### src/rtl/wb_pkg.sv
// Shared types for the register-file writeback path.
// Register-value width, register addressing and the queued result bundle.
package wb_pkg;

   localparam int unsigned XLEN   = 32;
   localparam int unsigned REG_AW = 5;
   localparam int unsigned NREGS  = 32;

   typedef struct packed {
      logic [REG_AW-1:0] rd;
      logic [XLEN-1:0]   data;
   } wb_req_t;

endpackage

### src/rtl/wb_fifo.sv
// Small synchronous FIFO holding out-of-order long-latency results.
// Head is read combinationally; no write-to-read bypass.
module wb_fifo
   import wb_pkg::*;
#(
   parameter  int unsigned DEPTH = 4,
   localparam int unsigned AW    = $clog2(DEPTH),
   localparam int unsigned CW    = AW + 1
) (
   input  logic          clk,
   input  logic          rst_n,
   input  logic          push_i,
   input  wb_req_t       data_i,
   input  logic          pop_i,
   output wb_req_t       head_o,
   output logic          full_o,
   output logic          empty_o,
   output logic [CW-1:0] count_o
);

   wb_req_t       mem_q [DEPTH];
   logic [AW-1:0] wr_ptr_q, wr_ptr_d;
   logic [AW-1:0] rd_ptr_q, rd_ptr_d;
   logic [CW-1:0] count_q, count_d;
   logic          do_push, do_pop;

   assign full_o  = (count_q == CW'(DEPTH));
   assign empty_o = (count_q == '0);
   assign count_o = count_q;
   assign head_o  = mem_q[rd_ptr_q];

   assign do_push = push_i && !full_o;
   assign do_pop  = pop_i && !empty_o;

   // Power-of-two depth lets the pointers wrap by overflow.
   always_comb begin
      wr_ptr_d = wr_ptr_q;
      rd_ptr_d = rd_ptr_q;
      count_d  = count_q;
      if (do_push) wr_ptr_d = wr_ptr_q + 1'b1;
      if (do_pop)  rd_ptr_d = rd_ptr_q + 1'b1;
      count_d = count_q + CW'(do_push) - CW'(do_pop);
   end

   always_ff @(posedge clk or negedge rst_n) begin
      if (!rst_n) begin
         wr_ptr_q <= '0;
         rd_ptr_q <= '0;
         count_q  <= '0;
      end else begin
         wr_ptr_q <= wr_ptr_d;
         rd_ptr_q <= rd_ptr_d;
         count_q  <= count_d;
      end
   end

   always_ff @(posedge clk) begin
      if (do_push) mem_q[wr_ptr_q] <= data_i;
   end

endmodule

### src/rtl/writeback_arbiter.sv
// Register-file write port arbiter: pipeline results win over queued
// long-latency results; keeps the busy scoreboard used for decode stalls.
module writeback_arbiter
   import wb_pkg::*;
#(
   parameter int unsigned DEPTH = 4
) (
   input  logic              clk,
   input  logic              rst_n,
   input  logic              pipe_valid,
   input  logic [REG_AW-1:0] pipe_rd,
   input  logic [XLEN-1:0]   pipe_data,
   input  logic              lu_valid,
   input  logic [REG_AW-1:0] lu_rd,
   input  logic [XLEN-1:0]   lu_data,
   output logic              lu_ready,
   input  logic              iss_valid,
   input  logic [REG_AW-1:0] iss_rd,
   input  logic [REG_AW-1:0] q_rs1,
   input  logic [REG_AW-1:0] q_rs2,
   input  logic [REG_AW-1:0] q_rd,
   output logic              hazard,
   output logic              reg_write,
   output logic [REG_AW-1:0] wb_rd,
   output logic [XLEN-1:0]   wb_data,
   output logic [NREGS-1:0]  busy
);

   localparam int unsigned CW = $clog2(DEPTH) + 1;

   wb_req_t           fifo_head, fifo_in;
   logic              fifo_full, fifo_empty;
   logic [CW-1:0]     fifo_count;
   logic              fifo_push, pipe_sel, fifo_sel;

   logic              we_q, we_d;
   logic [REG_AW-1:0] rd_q, rd_d;
   logic [XLEN-1:0]   data_q, data_d;
   logic [NREGS-1:0]  busy_q, busy_d;

   assign lu_ready  = (fifo_count != CW'(DEPTH));
   // rd=0 results complete the handshake but are never queued.
   assign fifo_push = lu_valid && lu_ready && (lu_rd != '0);
   assign fifo_in   = '{rd: lu_rd, data: lu_data};

   assign pipe_sel = pipe_valid && (pipe_rd != '0);
   assign fifo_sel = !pipe_sel && !fifo_empty;

   wb_fifo #(.DEPTH(DEPTH)) u_fifo (
      .clk     (clk),
      .rst_n   (rst_n),
      .push_i  (fifo_push),
      .data_i  (fifo_in),
      .pop_i   (fifo_sel),
      .head_o  (fifo_head),
      .full_o  (fifo_full),
      .empty_o (fifo_empty),
      .count_o (fifo_count)
   );

   always_comb begin
      we_d   = 1'b0;
      rd_d   = rd_q;
      data_d = data_q;
      busy_d = busy_q;
      unique case (1'b1)
         pipe_sel: begin
            we_d   = 1'b1;
            rd_d   = pipe_rd;
            data_d = pipe_data;
         end
         fifo_sel: begin
            we_d   = 1'b1;
            rd_d   = fifo_head.rd;
            data_d = fifo_head.data;
            busy_d[fifo_head.rd] = 1'b0;
         end
         default: ;
      endcase
      // Issue after retire so a same-cycle set wins.
      if (iss_valid && (iss_rd != '0)) busy_d[iss_rd] = 1'b1;
      busy_d[0] = 1'b0;
   end

   always_ff @(posedge clk or negedge rst_n) begin
      if (!rst_n) begin
         we_q   <= 1'b0;
         rd_q   <= '0;
         data_q <= '0;
         busy_q <= '0;
      end else begin
         we_q   <= we_d;
         rd_q   <= rd_d;
         data_q <= data_d;
         busy_q <= busy_d;
      end
   end

   assign hazard    = busy_q[q_rs1] | busy_q[q_rs2] | busy_q[q_rd];
   assign reg_write = we_q;
   assign wb_rd     = rd_q;
   assign wb_data   = data_q;
   assign busy      = busy_q;

   logic unused_full;
   assign unused_full = fifo_full;

endmodule

### config.mk
export PLATFORM = sky130hd
export DESIGN_NAME = writeback_arbiter
export DESIGN_NICKNAME = d
export VERILOG_FILES = /design/src/rtl/wb_pkg.sv /design/src/rtl/wb_fifo.sv /design/src/rtl/writeback_arbiter.sv
export SDC_FILE = /design/constraint.sdc
export NUM_CORES = 1
export LEC_CHECK = 0
export CORE_MARGIN = 2
export CORE_UTILIZATION = 57
export DETAILED_ROUTE_END_ITERATION = 8
export HOLD_SLACK_MARGIN = 0.12
export PLACE_DENSITY = 0.83
export SYNTH_ARGS = -nofsm -noshare
export SYNTH_HDL_FRONTEND = slang
export SYNTH_SLANG_ARGS = --single-unit
### constraint.sdc
create_clock -name clk -period 7.45 [get_ports clk]
set_input_delay 1.1175 -clock clk [delete_from_list [all_inputs] [get_ports clk]]
set_output_delay 1.1175 -clock clk [all_outputs]
set_load 0.01 [all_outputs]
After elaboration in Yosys (flattened, before gate mapping)
Memory sizes are Yosys's and may differ from the RTL's. Index checks and enable logic that the tools add are counted.

Flip-flop bits (word level): 76. Bits in latches: 0. RAM bits: 148. ROM bits: 0. Input bits: 99. Output and inout bits: 72. Logic and storage cells: 61. Memories: 1.

Memory list: u_fifo.mem_q (depth 4, bits a word 37, rd ports 1, clocked after Yosys merged registers in 0, wr ports 1, RTL line wb_fifo.sv:21) `wb_req_t mem_q [DEPTH];`.

Add/subtract/negate cells: 4. Multipliers: 0. Div/mod/pow operators: 0. Order comparisons: 7. Equal/unequal tests: 2. Shift-type cells: 0. Mux-type cells: 17. Bitwise logic cells: 5. Reductions and logical operators: 18.

Operators with widths (count): $mux 32 (2); $pmux 32 s2 (1); $and 32x32->32 (1); $not 32->32 (1); $or 32x32->32 (1); $lt 5x6->1 const B (5); $bmux 1 s5 (3); $reduce_bool 5->1 (3); $demux 1 s5 (2); $ge 5x1->1 const B (2); $pmux 5 s2 (1); $logic_and 1x1->1 (9); $mux 1 (8); $add 2x1->2 const B (2); $add 3x1->3 (1); $eq 3x3->1 const B (1); $logic_not 1->1 (3); $logic_not 3->1 (1); $ne 3x3->1 const B (1); $sub 3x1->3 (1); $or 1x1->1 (2); $reduce_bool 2->1 (1); $reduce_or 2->1 (1).

Depth between registers and ports, before layout
Gate-level depths: netlist of the first run. An unclocked memory read counts as a cell.

Word-level depth: 10. Gate-level depth with buffers: 10.

Hierarchy
A second synthesis of the first run with hierarchy kept.

Cells, all modules: 621. Area, all modules: 9739.3 sq um.

By module, submodules not included: wb_fifo (times used 1, cells each 234, area each 5796.8 sq um, seq. area each 4619.4 sq um); writeback_arbiter (times used 1, cells each 387, area each 3942.5 sq um, seq. area each 1726.7 sq um).

Least setup slack after synthesis of the first run
Ideal clock, no wire load.

Path kind: input-to-output. Start point: input q_rs1[2]. End point: output hazard. Arrival time: 2480 ps. Required time: 6332 ps. Setup slack: 3853 ps. Stages on the path: 6. Buffers on the path: 1. Path through: clkbuf_1 > mux4_2 > nand4_1 > nand4_1 > nor3_1 > nand4_1.

Longest elaborated chain between the ends: 4.

RTL lines: from (decl) (RTL line writeback_arbiter.sv:19) `input logic [REG_AW-1:0] q_rs1,`; $bmux 1 s5 (RTL line writeback_arbiter.sv:99) `assign hazard = busy_q[q_rs1] | busy_q[q_rs2] | busy_q[q_rd];`; $mux 1 (not written as such) (RTL line writeback_arbiter.sv:99); $or 1x1->1 (2 in series) (RTL line writeback_arbiter.sv:99); to (decl) (RTL line writeback_arbiter.sv:22) `output logic hazard,`.

No other way between the ends. The select of a mux whose other input is x is not followed.

Worst setup path in the final report of the first run
Start point: input q_rs2[1]. End point: output hazard.

Longest elaborated chain between the ends: 4.

RTL lines: from (decl) (RTL line writeback_arbiter.sv:20) `input logic [REG_AW-1:0] q_rs2,`; $bmux 1 s5 (RTL line writeback_arbiter.sv:99); $mux 1 (not written as such) (RTL line writeback_arbiter.sv:99); $or 1x1->1 (2 in series) (RTL line writeback_arbiter.sv:99).

No other way between the ends. The select of a mux whose other input is x is not followed.

==> report_table.html, run 1 <==
<table>
<tr><th>Metric</th><th>Value</th></tr>
<tr><th colspan="2">Place</th></tr>
<tr><td>Total cell area at the placement stage</td><td>around 11,000 µm²</td></tr>
<tr><td>Placer congestion estimate</td><td>between 0.9 and 1</td></tr>
<tr><td>Number of buffers inserted by port buffering</td><td>169</td></tr>
<tr><td>Cells after DPL</td><td>992</td></tr>
<tr><td>Half-perimeter wire length after placement</td><td>15,320 µm</td></tr>
<tr><th colspan="2">Clock tree</th></tr>
<tr><td>Clock latency at the later pin of the worst-skew pair</td><td>~510 ps</td></tr>
<tr><td>Clock-pin slew reported for the worst setup and hold paths after clock tree synthesis</td><td>60 ps</td></tr>
<tr><td>Post-CTS resize count</td><td>0</td></tr>
<tr><td>Root buf cell</td><td>sky130_fd_sc_hd__clkbuf_16</td></tr>
<tr><td>Htree depth</td><td>1</td></tr>
<tr><td>Post-CTS repair timing setup buffer count</td><td>0</td></tr>
<tr><td>Count of hold buffers inserted by post-cts repair</td><td>0</td></tr>
<tr><td>TritonCTS clock tree</td><td>built</td></tr>
<tr><td>Num Clock Sinks</td><td>~220</td></tr>
<tr><td>Num CTS Buffers</td><td>23</td></tr>
<tr><td>Largest buffer count on any clock path</td><td>3</td></tr>
<tr><th colspan="2">STA</th></tr>
<tr><td>Top achievable clock speed</td><td>~210 MHz</td></tr>
<tr><td>Actual transition at the worst max-transition pin</td><td>1049 ps</td></tr>
<tr><td>Post-route setup TNS</td><td>0 ps</td></tr>
<tr><td>Shortest period the worst path allows</td><td>about 4700 ps</td></tr>
<tr><td>Unrepaired setup endpoints after global routing</td><td>false</td></tr>
<tr><td>Period Utilization, post-route</td><td>0.6311</td></tr>
<tr><td>Setup Skew</td><td>roughly 6.9 ps</td></tr>
<tr><td>Final setup violation count</td><td>0</td></tr>
<tr><td>Endpoints failing hold</td><td>0</td></tr>
<tr><td>Final-report max-slew violation count</td><td>0</td></tr>
<tr><td>Rel. slew slack</td><td>0.3005</td></tr>
<tr><th colspan="2">Routing</th></tr>
<tr><td>Average routed wire per standard cell</td><td>around 23 µm</td></tr>
<tr><td>DRC</td><td>0</td></tr>
<tr><td>Wire length after detailed routing</td><td>about 24,000 µm</td></tr>
<tr><td>Detailed-route vias per instance</td><td>around 6.4</td></tr>
<tr><td>Final antenna-violating net count</td><td>0</td></tr>
<tr><td>Vias</td><td>~6.6k</td></tr>
<tr><td>Number of optimization iterations in the first detailed-route pass</td><td>5</td></tr>
<tr><td>DRT iter0 DRCs</td><td>around 460</td></tr>
<tr><th colspan="2">Finish</th></tr>
<tr><td>Ant. Diodes</td><td>0</td></tr>
<tr><td>Commonest cells after routing, fill and taps aside</td><td>168 x sky130_fd_sc_hd__clkdlybuf4s50_1, 148 x sky130_fd_sc_hd__edfxtp_1, 80 x sky130_fd_sc_hd__nand2_1</td></tr>
<tr><td>Post-route cell area</td><td>around 12,000 µm²</td></tr>
<tr><td>Final core occ</td><td>0.7413</td></tr>
<tr><td>Final #Nets</td><td>around 900</td></tr>
<tr><td>Post-route insts no fill</td><td>between 1k and 1.5k</td></tr>
<tr><td>Area Overhead vs Synth</td><td>28.24%</td></tr>
<tr><td>Most common cell after layout, fill and taps aside</td><td>sky130_fd_sc_hd__clkdlybuf4s50_1</td></tr>
<tr><td>Fraction of layout cells with a size suffix above 1</td><td>0.1413</td></tr>
<tr><th colspan="2">Setup path</th></tr>
<tr><td>Endpoint type of the worst setup path</td><td>primary output</td></tr>
<tr><td>Series of cell instances along the critical path</td><td>clkdlybuf4s50_1 &gt; mux2_2 &gt; a221oi_1 &gt; a2111oi_0 &gt; nor3_1 &gt; nand4_1 &gt; clkdlybuf4s50_1</td></tr>
<tr><td>Worst Path Class, Setup</td><td>input port to primary output</td></tr>
<tr><td>Reg2reg path depth</td><td>4</td></tr>
<tr><td>Startpoint class of the critical path</td><td>input port</td></tr>
<tr><td>Most frequent cell on the critical path</td><td>sky130_fd_sc_hd__clkdlybuf4s50_1</td></tr>
<tr><td>Data required, critical path</td><td>around 6300 ps</td></tr>
<tr><td>Maximum fanout count along the critical path</td><td>11</td></tr>
<tr><td>RR Endpoint</td><td>busy[17]</td></tr>
<tr><td>FF-to-FF setup slack</td><td>around 4900 ps</td></tr>
<tr><td>Worst EP arrival</td><td>around 3600 ps</td></tr>
<tr><td>Max stage delay cell, worst path</td><td>sky130_fd_sc_hd__clkdlybuf4s50_1</td></tr>
<tr><td>Largest stage delay on the critical path</td><td>roughly 800 ps</td></tr>
<tr><td>Origin of the critical flop-to-flop path</td><td>u_fifo.rd_ptr_q[1]</td></tr>
<tr><th colspan="2">Logic synthesis</th></tr>
<tr><td>Synth async-reset ratio</td><td>0.3393</td></tr>
<tr><td>Number of register bits inferred by synthesis</td><td>about 220</td></tr>
<tr><td>Yosys Warn Count</td><td>0</td></tr>
<tr><td>Number of enable-type register cells in the synthesized netlist</td><td>~150</td></tr>
<tr><td>Post-synth top flop</td><td>sky130_fd_sc_hd__edfxtp_1</td></tr>
<tr><td>Cells after Synth</td><td>630</td></tr>
<tr><td>Post-synthesis area per instance</td><td>~15 µm²</td></tr>
<tr><td>Mapped Area</td><td>about 9500 µm²</td></tr>
<tr><td>Share of the yosys chip area belonging to registers</td><td>0.6668</td></tr>
<tr><td>Distinct cell type count after synthesis</td><td>40</td></tr>
<tr><td>Syn_nets</td><td>about 740</td></tr>
<tr><th colspan="2">Outcome</th></tr>
<tr><td>Result of the run</td><td>complete, no violations</td></tr>
<tr><th colspan="2">Floorplanning</th></tr>
<tr><td># IOs</td><td>between 150 and 200</td></tr>
<tr><td>Effective utilization at floorplan</td><td>0.5780</td></tr>
<tr><td>Die height</td><td>between 100 and 150 µm</td></tr>
<tr><td>Overall die area</td><td>roughly 18,000 µm²</td></tr>
<tr><td>Site Rows</td><td>47</td></tr>
<tr><td>Core box area</td><td>around 16,000 µm²</td></tr>
<tr><td>Chip Width</td><td>between 100 and 150 µm</td></tr>
<tr><th colspan="2">Global route</th></tr>
<tr><td>Global router's overall resource usage</td><td>0.2724</td></tr>
<tr><td>Number of antenna violations at the first check in global routing</td><td>0</td></tr>
<tr><td>Largest net degree at the start of global routing</td><td>77</td></tr>
<tr><td>Vias in the first global route</td><td>around 6.8k</td></tr>
<tr><td>Remaining global-route overflow</td><td>0</td></tr>
<tr><td>Wire length of the first global-routing pass</td><td>between 30,000 and 40,000 µm</td></tr>
<tr><th colspan="2">Pwr</th></tr>
<tr><td>Sum of internal, switching and leakage power</td><td>0.004831 W</td></tr>
<tr><td>Power density over the cells</td><td>395.8 nW/µm²</td></tr>
<tr><td>Static leakage power</td><td>4.362 nW</td></tr>
<tr><td>Largest vdd supply drop</td><td>0.2734 mV</td></tr>
<tr><th colspan="2">Hold path</th></tr>
<tr><td>Path category of the worst min-delay check</td><td>register to register</td></tr>
<tr><td>Worst hold path depth</td><td>2</td></tr>
<tr><td>Source of the worst hold timing path</td><td>wb_data[3]</td></tr>
<tr><td>Min-Delay Endpoint</td><td>wb_data[3]</td></tr>
<tr><th colspan="2">Job</th></tr>
<tr><td>Max capacitance violation total</td><td>0</td></tr>
</table>
## per-stage QoR
stage                     hold WS [ps]  setup WS [ps]
after global placement           526.8           2872
after CTS                        546.1           2782
after detailed placement         531.9           2791
after global routing             561.2           2551
final                            540.3           2748
after floorplan                  534.0           3853
## power by group
| part | internal, W | switching, W |
|---|---|---|
| Sequential | 0.00169 | 0.000347 |
| Combinational | 0.000830 | 0.000746 |
| Clock | 0.000733 | 0.000481 |
| Total | 0.00326 | 0.00157 |
## metal layers
metal,vias to the layer above,wire length [µm],global-route usage
li1,2768,-,-
met1,3311,8705,0.3529
met2,422,12120,0.4594
met3,84,2116,0.06355
met4,0,831,0.09515
met5,-,0,0
## synth_stat cells, types with 3 or more instances
library cell               instances  area (µm²)
sky130_fd_sc_hd__nand4b_1          5       43.79
sky130_fd_sc_hd__buf_2            11       55.05
sky130_fd_sc_hd__a21oi_1           4       20.02
sky130_fd_sc_hd__inv_1             7       26.28
sky130_fd_sc_hd__mux4_2           54        1216
sky130_fd_sc_hd__edfxtp_1        148        4444
sky130_fd_sc_hd__nor2b_1           4       25.02
sky130_fd_sc_hd__nand2_1          80       300.3
sky130_fd_sc_hd__mux2i_1          13       130.1
sky130_fd_sc_hd__o22ai_1           3       18.77
sky130_fd_sc_hd__nand2b_1          4       25.02
sky130_fd_sc_hd__o21ai_1          15       75.07
sky130_fd_sc_hd__xnor2_1           4       35.03
sky130_fd_sc_hd__a31oi_1          32       200.2
sky130_fd_sc_hd__nand3b_1          8       60.06
sky130_fd_sc_hd__nor2_1           41       153.9
sky130_fd_sc_hd__nor3_1            4       20.02
sky130_fd_sc_hd__or3_1             3       18.77
sky130_fd_sc_hd__ha_1              6       75.07
sky130_fd_sc_hd__nand3_1           4       20.02
sky130_fd_sc_hd__dfrtp_1          76        1902
sky130_fd_sc_hd__and2_1            4       25.02
sky130_fd_sc_hd__o21ai_0          55       275.3
sky130_fd_sc_hd__mux2_2            6       67.56
sky130_fd_sc_hd__nand4_1           5       31.28
sky130_fd_sc_hd__clkbuf_1         17       63.81
## final cells by class
cell class                 instances  area (µm²)
clock buffer                      25       604.3
clock inverter                    17       209.0
multi-input combinational        369        3030
tap                              220       275.3
inverter                           7       26.28
sequential                       224        6349
timing repair buffer             172        1712
fill                             965        4260
## worst max-delay path by stage
| stage | from | end | slack (ps) |
|---|---|---|---|
| after floorplan | q_rs1[2] | hazard | 3850 |
| after global placement | q_rs2[0] | hazard | 2870 |
| after detailed placement | q_rs2[1] | hazard | 2790 |
| after CTS | q_rs2[1] | hazard | 2780 |
| after global routing | q_rs2[1] | hazard | 2550 |
| final | q_rs2[1] | hazard | 2750 |
## registers in the layout (all words and copies together), names as in the netlist
| register | flops |
|---|---|
| u_fifo.wr_ptr_q | 2 |
| u_fifo.rd_ptr_q | 2 |
| u_fifo.count_o | 3 |
| u_fifo.mem_q | 148 |
| busy | 31 |
| reg_write | 1 |
| wb_data | 32 |
| wb_rd | 5 |
## critical path: cells and delay by family
kind / cells / cell delay [ps]
buf+inv: 2 / 1280
compound gates: 2 / 410
mux: 1 / 390
simple gates: 2 / 380
## logic make-up after synthesis
kind of cell,count (synthesis),share of synthesized area
buffers and inverters,37,0.01722
XOR/XNOR,5,0.004601
AO/OA/AOI/OAI,113,0.06533
AND/OR/NAND/NOR,168,0.08164
other,1,0.0003940
adder cells (fa/ha/maj),7,0.009991
multiplexers,75,0.1541
flip-flops,224,0.6668
(Power assumes the default switching activity.)
==> run 2: changes to the inputs <==
--- a/config.mk
+++ b/config.mk
@@ -6,10 +6,10 @@
 export NUM_CORES = 1
 export LEC_CHECK = 0
 export CORE_MARGIN = 2
-export CORE_UTILIZATION = 57
+export CORE_UTILIZATION = 53
 export DETAILED_ROUTE_END_ITERATION = 8
 export HOLD_SLACK_MARGIN = 0.12
-export PLACE_DENSITY = 0.83
+export PLACE_DENSITY = 0.77
 export SYNTH_ARGS = -nofsm -noshare
 export SYNTH_HDL_FRONTEND = slang
 export SYNTH_SLANG_ARGS = --single-unit
==> constraint.sdc (replaced) <==
create_clock -name clk -period 4.55 [get_ports clk]
set_input_delay 0.6825 -clock clk [delete_from_list [all_inputs] [get_ports clk]]
set_output_delay 0.6825 -clock clk [all_outputs]
set_load 0.01 [all_outputs]
==> report_table.html, run 2 (synthesized netlist as in run 1, its figures left out) <==
<table>
<tr><th>Metric</th><th>Value</th></tr>
<tr><th colspan="2">Routing</th></tr>
<tr><td>Final antenna-violating net count</td><td>0 (unchanged)</td></tr>
<tr><td>Vias</td><td>6,285 (-4.6%)</td></tr>
<tr><td>DRC</td><td>0 (unchanged)</td></tr>
<tr><td>Average routed wire per standard cell</td><td>23.63 µm (+2.8%)</td></tr>
<tr><td>DRT iter0 DRCs</td><td>544 (+17%)</td></tr>
<tr><td>Number of optimization iterations in the first detailed-route pass</td><td>5 (unchanged)</td></tr>
<tr><td>Detailed-route vias per instance</td><td>6.037 (-5.2%)</td></tr>
<tr><td>Wire length after detailed routing</td><td>24,600 µm (+3.5%)</td></tr>
<tr><th colspan="2">Setup path</th></tr>
<tr><td>Reg2reg path depth</td><td>4 (unchanged)</td></tr>
<tr><td>Maximum fanout count along the critical path</td><td>11 (unchanged)</td></tr>
<tr><td>Most frequent cell on the critical path</td><td>sky130_fd_sc_hd__clkdlybuf4s50_1</td></tr>
<tr><td>Startpoint class of the critical path</td><td>input port</td></tr>
<tr><td>Max stage delay cell, worst path</td><td>sky130_fd_sc_hd__clkdlybuf4s50_1</td></tr>
<tr><td>Origin of the critical flop-to-flop path</td><td>u_fifo.rd_ptr_q[1]</td></tr>
<tr><td>RR Endpoint</td><td>busy[20]</td></tr>
<tr><td>Worst EP arrival</td><td>3100 ps (-480 ps)</td></tr>
<tr><td>Largest stage delay on the critical path</td><td>770 ps (-20 ps)</td></tr>
<tr><td>Launch point of the worst path</td><td>q_rs2[1]</td></tr>
<tr><td>FF-to-FF setup slack</td><td>2000 ps (-2870 ps)</td></tr>
<tr><td>Series of cell instances along the critical path</td><td>clkdlybuf4s50_1 &gt; mux2_2 &gt; a221oi_1 &gt; a2111oi_0 &gt; nor3_1 &gt; nand4_1 &gt; clkdlybuf4s50_1</td></tr>
<tr><td>Data required, critical path</td><td>3870 ps (-2460 ps)</td></tr>
<tr><td>Worst Path Class, Setup</td><td>input port to primary output</td></tr>
<tr><td>Last element of the critical path</td><td>hazard</td></tr>
<tr><td>Endpoint type of the worst setup path</td><td>primary output</td></tr>
<tr><th colspan="2">Clock tree</th></tr>
<tr><td>TritonCTS clock tree</td><td>built</td></tr>
<tr><td>Root buf cell</td><td>sky130_fd_sc_hd__clkbuf_16</td></tr>
<tr><td>Num CTS Buffers</td><td>23 (unchanged)</td></tr>
<tr><td>Post-CTS resize count</td><td>0 (unchanged)</td></tr>
<tr><td>Count of hold buffers inserted by post-cts repair</td><td>0 (unchanged)</td></tr>
<tr><td>Clock-pin slew reported for the worst setup and hold paths after clock tree synthesis</td><td>60 ps (about the same)</td></tr>
<tr><td>Post-CTS repair timing setup buffer count</td><td>0 (unchanged)</td></tr>
<tr><td>Num Clock Sinks</td><td>224 (unchanged)</td></tr>
<tr><td>Htree depth</td><td>1 (unchanged)</td></tr>
<tr><td>Largest buffer count on any clock path</td><td>3 (unchanged)</td></tr>
<tr><td>Clock latency at the later pin of the worst-skew pair</td><td>490 ps (-20 ps)</td></tr>
<tr><th colspan="2">STA</th></tr>
<tr><td>Period Utilization, post-route</td><td>0.8305</td></tr>
<tr><td>Top achievable clock speed</td><td>264.6 MHz</td></tr>
<tr><td>Unrepaired setup endpoints after global routing</td><td>false</td></tr>
<tr><td>Final setup violation count</td><td>0 (unchanged)</td></tr>
<tr><td>Endpoints failing hold</td><td>0 (unchanged)</td></tr>
<tr><td>Post-route setup TNS</td><td>0 ps (unchanged)</td></tr>
<tr><td>Setup Skew</td><td>9.094 ps (+2.200 ps)</td></tr>
<tr><td>Final-report max-slew violation count</td><td>0 (unchanged)</td></tr>
<tr><td>Actual transition at the worst max-transition pin</td><td>1064 ps (+14.51 ps)</td></tr>
<tr><td>Rel. slew slack</td><td>0.2909 (-0.009677)</td></tr>
<tr><td>Shortest period the worst path allows</td><td>roughly 3800 ps</td></tr>
<tr><th colspan="2">Place</th></tr>
<tr><td>Number of buffers inserted by port buffering</td><td>169 (unchanged)</td></tr>
<tr><td>Cells after DPL</td><td>1,001 (+0.91%)</td></tr>
<tr><td>Placer congestion estimate</td><td>0.9393 (-0.57%)</td></tr>
<tr><td>Total cell area at the placement stage</td><td>11,400 µm² (about the same)</td></tr>
<tr><td>Half-perimeter wire length after placement</td><td>16,150 µm (+5.4%)</td></tr>
<tr><th colspan="2">Global route</th></tr>
<tr><td>Global router's overall resource usage</td><td>0.2589 (-0.01355)</td></tr>
<tr><td>Number of antenna violations at the first check in global routing</td><td>0 (unchanged)</td></tr>
<tr><td>Remaining global-route overflow</td><td>0 (unchanged)</td></tr>
<tr><td>Largest net degree at the start of global routing</td><td>77 (unchanged)</td></tr>
<tr><td>Wire length of the first global-routing pass</td><td>38,380 µm (+2.8%)</td></tr>
<tr><td>Vias in the first global route</td><td>6,616 (-2.0%)</td></tr>
<tr><th colspan="2">Finish</th></tr>
<tr><td>Post-route insts no fill</td><td>1,041 (+0.68%)</td></tr>
<tr><td>Flip-flop count of the largest register after layout</td><td>148 (unchanged)</td></tr>
<tr><td>Post-route cell area</td><td>12,200 µm² (about the same)</td></tr>
<tr><td>Fraction of layout cells with a size suffix above 1</td><td>0.1342 (-0.007041)</td></tr>
<tr><td>Commonest cells after routing, fill and taps aside</td><td>168 x sky130_fd_sc_hd__clkdlybuf4s50_1, 148 x sky130_fd_sc_hd__edfxtp_1, 80 x sky130_fd_sc_hd__nand2_1</td></tr>
<tr><td>Largest Register</td><td>u_fifo.mem_q</td></tr>
<tr><td>Area Overhead vs Synth</td><td>28.22% (about the same)</td></tr>
<tr><td>Most common cell after layout, fill and taps aside</td><td>sky130_fd_sc_hd__clkdlybuf4s50_1</td></tr>
<tr><td>Ant. Diodes</td><td>0 (unchanged)</td></tr>
<tr><td>Final #Nets</td><td>903 (unchanged)</td></tr>
<tr><td>Number of filler instances in the final layout</td><td>1,207 (+25%)</td></tr>
<tr><td>Final core occ</td><td>0.6864 (-0.05484)</td></tr>
<tr><th colspan="2">Floorplanning</th></tr>
<tr><td>Site Rows</td><td>49 (+4.3%)</td></tr>
<tr><td>Core box area</td><td>17,780 µm² (+8.0%)</td></tr>
<tr><td>Effective utilization at floorplan</td><td>0.5353 (-0.04271)</td></tr>
<tr><td># IOs</td><td>171 (unchanged)</td></tr>
<tr><td>Chip Width</td><td>138.0 µm (+3.6%)</td></tr>
<tr><td>Overall die area</td><td>19,050 µm² (+7.3%)</td></tr>
<tr><td>Die height</td><td>138.0 µm (+3.6%)</td></tr>
<tr><th colspan="2">Job</th></tr>
<tr><td>Max capacitance violation total</td><td>0 (unchanged)</td></tr>
<tr><th colspan="2">Hold path</th></tr>
<tr><td>Path category of the worst min-delay check</td><td>input port to async pin</td></tr>
<tr><th colspan="2">Outcome</th></tr>
<tr><td>Result of the run</td><td>complete, no violations</td></tr>
<tr><th colspan="2">Pwr</th></tr>
<tr><td>Power density over the cells</td><td>647.9 nW/µm² (+64%)</td></tr>
<tr><td>Static leakage power</td><td>4.358 nW (-0.10%)</td></tr>
<tr><td>Largest vdd supply drop</td><td>0.4274 mV (+56%)</td></tr>
</table>
## run 2: cell count changes in the layout (fill, tap and decap cells not counted), sizes merged
cell and delta:
clkinv -2, clkinvlp -2, bufinv +1, inv -3, clkbuf +4
## run 2: layout make-up
| type | instances | area, µm² | share of cell area |
|---|---|---|---|
| clock buffer | 29 | 618.1 | 0.05065 |
| clock inverter | 11 | 182.7 | 0.01497 |
| inverter | 7 | 26.28 | 0.002153 |
| timing repair buffer | 172 | 1712 | 0.1403 |
| tap | 229 | 286.5 | 0.02348 |
| sequential | 224 | 6349 | 0.5202 |
| multi-input combinational | 369 | 3030 | 0.2483 |
## run 2: worst min path at each step
| stage | from | endpoint | depth (start not counted) |
|---|---|---|---|
| after floorplan | rst_n | busy[10] | 0 |
| final | rst_n | wb_data[16] | 1 |
| after global routing | rst_n | wb_data[17] | 1 |
| after detailed placement | wb_data[2] | wb_data[2] | 2 |
| after global placement | wb_data[17] | wb_data[17] | 2 |
| after CTS | rst_n | wb_data[16] | 1 |
## run 2: through the flow
step                total power, W  hold slack (ps)  setup slack (ps)
finish                    0.007907            347.4             771.3
global route              0.008288            422.5             631.8
CTS                       0.007956            407.1             763.2
detailed placement        0.005966            534.1             760.1
global placement          0.005883            525.7             708.5
floorplan                 0.004646            386.9              1709
## run 2: power breakdown
part	internal (W)	switching, W
clock	0.00124	0.000736
sequential	0.00277	0.000610
combinational	0.00136	0.00119
## run 2: routing by layer
layer | share of wire | routed length, µm | track usage | vias up
met5 | 0 | 0 | 0 | -
met4 | 0.019 | 456 | 0.07035 | 0
met3 | 0.080 | 1968 | 0.05577 | 40
met2 | 0.50 | 12320 | 0.4372 | 323
met1 | 0.40 | 9854 | 0.3463 | 3141
li1 | - | - | - | 2781
## run 2: worst max-delay path, delay by kind of cell
| family | cells | cell delay, ps |
|---|---|---|
| buf+inv | 2 | 1270 |
| mux | 1 | 390 |
| compound gates | 2 | 390 |
| simple gates | 2 | 360 |
